===== config.mk =====
export PLATFORM = sky130hd
export DESIGN_NAME = alu_serial_sequencer
export DESIGN_NICKNAME = d
export VERILOG_FILES = /design/src/rtl/alu_serial_sequencer.sv
export SDC_FILE = /design/constraint.sdc
export NUM_CORES = 1
export LEC_CHECK = 0
export BUFFER_PORTS_ARGS = -buffer_cell sky130_fd_sc_hd__buf_2
export CORE_UTILIZATION = 51
export CTS_BUF_LIST = sky130_fd_sc_hd__clkbuf_4 sky130_fd_sc_hd__clkbuf_8
export CTS_CLUSTER_SIZE = 25
export DETAILED_ROUTE_END_ITERATION = 12
export PLACE_DENSITY = 0.86
export SLEW_MARGIN = 40
export SYNTH_ARGS = -nofsm -noshare
export SYNTH_HDL_FRONTEND = slang
export SYNTH_SLANG_ARGS = --single-unit

===== constraint.sdc =====
create_clock -name clk -period 2.8 [get_ports clk]
set_clock_uncertainty 0.05 [all_clocks]
set_input_delay 0.42 -clock clk [delete_from_list [all_inputs] [get_ports clk]]
set_output_delay 0.42 -clock clk [all_outputs]
set_load 0.03 [all_outputs]

===== src/rtl/alu_serial_sequencer.sv =====
// rtl/alu_serial_sequencer.sv - bit-serial word sequencer driving one single-bit ALU slice
// Optional macro ALU_ZERO_FLAG_EN adds a registered zero flag output.
module alu_serial_sequencer #(
   parameter int WIDTH = 8
) (
   input  logic             clk,
   input  logic             rst,
   input  logic             start,
   input  logic [WIDTH-1:0] A,
   input  logic [WIDTH-1:0] B,
   input  logic [3:0]       OpCode,
   input  logic             Cin,
   output logic             busy,
   output logic             done,
   output logic [WIDTH-1:0] result,
   output logic             Cout,
   output logic             error,
`ifdef ALU_ZERO_FLAG_EN
   output logic             zero,
`endif
   output logic             sliceA,
   output logic             sliceB,
   output logic             sliceCin,
   output logic [3:0]       sliceOpCode,
   input  logic             sliceResult,
   input  logic             sliceCout
);

   localparam int IW = (WIDTH > 2) ? $clog2(WIDTH) : 1;
   localparam logic [IW-1:0] LAST = IW'(WIDTH - 1);
   localparam logic [3:0] OP_OR  = 4'b0001;
   localparam logic [3:0] OP_ADD = 4'b0101;
   localparam logic [3:0] OP_SUB = 4'b0110;
   localparam logic [3:0] OP_SHL = 4'b1001;
   localparam logic [3:0] OP_SHR = 4'b1010;
   localparam logic [3:0] OP_NOP = 4'b1111;

   typedef enum logic [1:0] {IDLE, RUN, DONE} state_t;

   state_t           state;
   logic [WIDTH-1:0] a_q, b_q, acc;
   logic [3:0]       op_q;
   logic [IW-1:0]    idx;
   logic             carry;
   logic             err_pend;
   logic [IW-1:0]    idx_m1, idx_p1;
   logic             word_cout;
   logic             op_ok;

   assign idx_m1 = idx - IW'(1);
   assign idx_p1 = idx + IW'(1);
   assign op_ok  = (OpCode <= OP_SUB) || (OpCode == OP_SHL) || (OpCode == OP_SHR);

   // Shifts reuse the slice as a pass-through (A OR 0) on the neighbouring bit.
   always_comb begin
      sliceA      = 1'b0;
      sliceB      = 1'b0;
      sliceCin    = 1'b0;
      sliceOpCode = OP_NOP;
      if (state == RUN) begin
         case (op_q)
            OP_ADD: begin
               sliceOpCode = OP_ADD;
               sliceA      = a_q[idx];
               sliceB      = b_q[idx];
               sliceCin    = carry;
            end
            OP_SUB: begin
               sliceOpCode = OP_ADD;
               sliceA      = a_q[idx];
               sliceB      = ~b_q[idx];
               sliceCin    = carry;
            end
            OP_SHL: begin
               sliceOpCode = OP_OR;
               sliceA      = (idx == '0) ? 1'b0 : a_q[idx_m1];
            end
            OP_SHR: begin
               sliceOpCode = OP_OR;
               sliceA      = (idx == LAST) ? 1'b0 : a_q[idx_p1];
            end
            default: begin
               sliceOpCode = op_q;
               sliceA      = a_q[idx];
               sliceB      = b_q[idx];
            end
         endcase
      end
   end

   always_comb begin
      word_cout = 1'b0;
      case (op_q)
         OP_ADD, OP_SUB: word_cout = carry;
         OP_SHL:         word_cout = a_q[WIDTH-1];
         OP_SHR:         word_cout = a_q[0];
         default:        word_cout = 1'b0;
      endcase
   end

   always_ff @(posedge clk) begin
      if (rst) begin
         state    <= IDLE;
         a_q      <= '0;
         b_q      <= '0;
         op_q     <= '0;
         idx      <= '0;
         carry    <= 1'b0;
         acc      <= '0;
         err_pend <= 1'b0;
         busy     <= 1'b0;
         done     <= 1'b0;
         result   <= '0;
         Cout     <= 1'b0;
         error    <= 1'b0;
`ifdef ALU_ZERO_FLAG_EN
         zero     <= 1'b0;
`endif
      end else begin
         done <= 1'b0;
         case (state)
            IDLE: begin
               if (start) begin
                  a_q      <= A;
                  b_q      <= B;
                  op_q     <= OpCode;
                  idx      <= '0;
                  carry    <= (OpCode == OP_ADD) ? Cin : (OpCode == OP_SUB);
                  busy     <= 1'b1;
                  err_pend <= ~op_ok;
                  state    <= op_ok ? RUN : DONE;
               end
            end
            RUN: begin
               acc[idx] <= sliceResult;
               if (op_q == OP_ADD || op_q == OP_SUB)
                  carry <= sliceCout;
               idx <= idx_p1;
               if (idx == LAST)
                  state <= DONE;
            end
            DONE: begin
               done   <= 1'b1;
               busy   <= 1'b0;
               result <= err_pend ? '0 : acc;
               Cout   <= err_pend ? 1'b0 : word_cout;
               error  <= err_pend;
`ifdef ALU_ZERO_FLAG_EN
               zero   <= ~err_pend && (acc == '0);
`endif
               state  <= IDLE;
            end
            default: state <= IDLE;
         endcase
      end
   end

endmodule

### After elaboration in Yosys (flattened, before gate mapping)

Cells that the tools add are included.

* bits in registers: 47
* logic and storage cells: 88

* $add $sub $neg: 2
* order comparisons: 5
* equality and inequality tests: 14
* muxes and demuxes: 37
* bitwise gates (word level): 2
* reduce and logical (&&, ||, !) cells: 15

Operator list (number)
* 1-bit two-way mux: 17
* 4-bit by 3-bit == test with 1-bit output, second input constant: 4
* 4-bit == test, second input constant: 4
* 1-bit binary-select mux with 3-bit select: 4
* 3-bit by 4-bit less-than comparator with 1-bit output, second input constant: 3
* 8-bit bitwise mux: 1
* 8-bit two-way mux: 1
* 1-bit case mux with 2 select lines: 4
* 4-bit case mux with 2 select lines: 1
* 2-bit AND reduction: 4
* 2-bit two-way mux: 3
* 3-bit case mux with 2 select lines: 1
* 4-bit by 3-bit <= comparator with 1-bit output, second input constant: 1
* 4-bit two-way mux: 1
* 2-bit by 1-bit inequality test with 1-bit output, second input constant: 2
* 2-bit case mux with 2 select lines: 1
* 2-bit nonzero test: 2
* 2-bit OR reduction: 2
* 3-bit by 1-bit adder with 3-bit output, second input constant: 1
* 1-bit demux with 3-bit select: 1
* 3-bit == test, second input constant: 1
* 3-bit by 1-bit greater-or-equal comparator with 1-bit output, second input constant: 1
* 3-bit zero test: 1
* 1-bit logical OR: 3
* 10 further kinds: 11

### Depth between registers and ports, before layout

* depth in word-level cells: 6
* depth in mapped cells: 7
* depth with buffers taken out: 6

### Least setup slack after synthesis

No wires, ideal clock.

* path kind: register to output
* start: register idx[0]
* end: output sliceA
* arrival time: 2463 ps
* required time: 2330 ps
* setup slack: -133 ps
* cell stages (with the launch flop): 8
* path buffers: 1
* cell sequence: dfxtp_1 buf_2 inv_1 ha_1 mux4_1 mux2i_1 or4_1 a31oi_1

* longest elaborated chain between the ends: 6
* elaborated cells between the ends (all ways): 14
* those cells by class: add/sub (2); eq/ne (1); mux (10); reduce/logical (1)

RTL lines
* start: declaration: line 43 `logic [IW-1:0] idx;`
* start signal: assignment: line 138 `idx <= idx_p1;`
* 3-bit by 1-bit adder with 3-bit output or 3-bit by 1-bit subtractor with 3-bit output (tied branches): line 51, 50
* 1-bit binary-select mux with 3-bit select, on equally long branches: line 80, 76
* 1-bit two-way mux, on equally long branches (2 in series): line 80, 76
* 1-bit case mux with 2 select lines (*): line 61 `case (op_q)`
* 1-bit two-way mux (*): line 60 `if (state == RUN) begin`
* end: declaration: line 21 `output logic sliceA,`

Mark *: on every way between the ends. The rest lies on a longest branch, timed or not. The select of a mux whose other input is x is not followed.

### Worst setup path after layout

Same ends and word-level chain as after synthesis.

==> impl_results.md <==
* Ratio of total power to cell area at 546 mW/mm2
* Pre-antenna DRT Iters at 6
* Mean instance size in the synthesized netlist at 8.39 um2
* CTS tree: yes
* Final Hold Vio Count at 0
* Worst reg2reg path depth at 4
* Endpoint of the most critical register-to-register path: carry
* Hold Path Class: input port to flop
* Area added between synthesis and finish at 16.5%
* EDFF count, synth at 0
* Antenna violations before repair at 0
* Cell area after synthesis at 0.00229 mm2
* Layout cell share with drive strength beyond 1 at 20.1%
* Critical path capture point type: primary output
* Max_cap viols at 0
* Starting DRC count in detailed routing at 212
* IR drop worst, VDD at 0.000323 V
* Clk pin slew, worst setup/hold paths at 0.09 ns
* Syn Nets at 303
* Final-layout fill cell count at 399
* WL final at 4800 um
* Critical Path Start Type: flop
* Worst R2R Start: state[0]
* Instance count of the mapped netlist at 273
* Commonest cells after routing, fill and taps aside: 48 x nand2_1, 47 x dfxtp_1, 42 x buf_2
* Final Net Count at 338
* Final weighted congestion in routability-driven placement at 0.897
* Depth of the CTS H-tree at 2
* Transition at the pin with the smallest max-transition slack at 0.738 ns
* Worst reg-to-reg setup slack at 1.08 ns
* Later-pin clock latency in the skew report at 0.30 ns
* Final total negative setup slack at 0 ns
* Number of storage elements in the synthesis netlist at 47
* Average routed wire per standard cell at 13.3 um
* Placed wire-length estimate at 3410 um
* Share of flip-flops with an asynchronous set or reset after synthesis at 0%
* Maximum number of pins on one net before global-route repair at 48
* Vias after detailed routing at 1,990
* Number of post-CTS setup repair buffers at 0
* CP cell instances: buf_4, ha_1, ha_1, mux2i_1, or4_1, a31oi_2, buf_4
* TritonCTS Buffers at 5
* Count of clock tree sinks at 47
* First-pass GRT wire length at 8040 um
* RSZ-0062 raised after global routing: no
* Crit path arrival time at 2.23 ns
* Count of pins over their slew limit at 0
* Max Freq at 370 MHz
* Row count at 24
* Count of placed standard cells including taps at 353
* Worst hold endpoint: b_q[7]
* All-Layer GR Usage at 20.6%
* Port Buffers at 44
* Result of the run: finished, final reports clean
* Area used by multi-input combinational logic at 0.00126 mm2
* Most frequent standard cell in the layout excluding fill and tap cells: nand2_1
* Cell with the largest stage delay on the worst path: or4_1
* Die Ht at 69.0 um
* Number of synthesis warnings at 0
* Antenna diode count at 0
* Vias per std cell at 5.51
* Final critical-path required period at 2.70 ns
* CTS Root Buffer Type: clkbuf_8
* Headroom to the max-slew limit at 50.7%
* Final Setup Violations at 0
* Fin crit share at 96.5%
* Top_reg_cell synth: dfxtp_1
* I/O pins at 45
* Die Area at 0.00476 mm2
* Static Leakage at 1.11 nW
* Hold Crit Depth at 3
* Setup Crit Path Kind: flop to primary output
* Share of synthesized area occupied by flip-flops and latches at 41.1%
* Stage delay of the slowest cell on the critical path at 0.42 ns
* Number of unique standard cell types used by synthesis at 37
* Total gr overflow at 0
* Total core area at 0.00432 mm2
* Reg area at 941 um2
* Antenna-violating nets left at 0
* Initial cell density of the core at 53.0%
* Worst path required time at 2.33 ns
* Die X-Extent at 69.0 um
* Final Non-Filler Cells at 361
* Number of global-route vias before repair at 1,795
* Hold Path Origin: B[7]
* Maximum fanout along the worst path at 14
* Clk buf depth at 2
* Total DRC errors in the routed layout at 0
-- critical path, delay by kind of cell (launching register included) --
kind            cells  cell delay (ns)
flops               1             0.32
fa+ha+maj           2             0.51
compound gates      1             0.19
simple gates        1             0.42
mux                 1             0.12
buf+inv             2             0.37
-- sequential cells by signal, indices dropped and copies added, names as in the netlist --
register	flops
Cout	1
a_q	8
acc	8
b_q	8
busy	1
carry	1
done	1
err_pend	1
error	1
idx	3
op_q	4
result	8
state	2
-- power breakdown --
part	leakage [nW]	internal [W]	total, W	switching, W
Clock	0.0618	0.000294	0.000525	0.000231
Combinational	0.670	0.0000831	0.000207	0.000124
Sequential	0.383	0.000697	0.000728	0.0000302
-- stage by stage --
step | cell area [um2] | utilization [%] | setup slack, ns | total power [W] | hold slack (ns)
floorplan | 2300 | - | 0.0340 | 0.000885 | 0.382
global placement | 2530 | 58.5 | 0.370 | 0.000938 | 0.391
detailed placement | 2530 | 58.5 | 0.294 | 0.000946 | 0.394
CTS | 2670 | 61.7 | 0.0876 | 0.00146 | 0.293
global route | 2670 | 61.7 | 0.0224 | 0.00153 | 0.291
finish | 2670 | 61.7 | 0.0967 | 0.00146 | 0.292
-- metal layers --
metal	wire [um]	global-route usage, %
met1	2210	26.7
met4	47	5.44
met2	2310	34.1
met3	239	5.26
met5	0	0
-- kinds of logic (layout without fill, tap and decap cells) --
logic type               count (synthesis)  count (layout)  synth area share, %
AO/OA/AOI/OAI                           59              59                 15.0
AND/OR/NAND/NOR                        115             115                 23.8
multiplexers                            19              19                 12.8
buffers and inverters                   28              64                 4.86
XOR/XNOR                                 1               1                0.382
flip-flops                              47              47                 41.1
adder cells (fa/ha/maj)                  4               4                 2.18
-- synthesized netlist by cell type (all sizes together), types with 2 or more instances --
cell type | instances | area share (%)
a21oi | 37 | 8.1
nand2b | 7 | 1.9
nand4 | 2 | 0.55
inv | 8 | 1.3
clkbuf | 15 | 2.5
nor3b | 11 | 3.6
nand3 | 5 | 1.1
o21bai | 2 | 0.66
nor2b | 3 | 0.82
ha | 4 | 2.2
nand2 | 48 | 7.9
mux4 | 7 | 7.5
dfxtp | 47 | 41
mux2i | 12 | 5.2
a22oi | 4 | 1.3
a31oi | 2 | 0.55
buf | 5 | 1.0
and2 | 3 | 0.82
nor2 | 27 | 4.4
nand3b | 3 | 0.98
o21ai | 6 | 1.3
nor3 | 4 | 1.1
-- worst max-delay path by stage --
stage	start	endpoint	slack (ns)	cells after the start
after global routing	idx[0]	sliceA	0.02	7
final	idx[0]	sliceA	0.1	7
after global placement	idx[0]	sliceA	0.37	7
after detailed placement	idx[0]	sliceA	0.29	7
after CTS	idx[0]	sliceA	0.09	7
after floorplan	idx[0]	sliceA	0.03	7
-- repair_timing --
action	4_1_cts	5_1_grt
gates resized for setup	2	0
hold buffers	0	0
setup endpoints to repair	1	0
-- final cells by class --
type | instances | share of cell area (%)
Clock inverter | 2 | 1.45
Sequential cell | 47 | 35.2
Multi-Input combinational cell | 198 | 47.1
Clock buffer | 6 | 3.09
Timing Repair Buffer | 48 | 9.56
Tap cell | 52 | 2.44
Inverter | 8 | 1.12
Note: power is estimated with default switching activity, not from simulation.
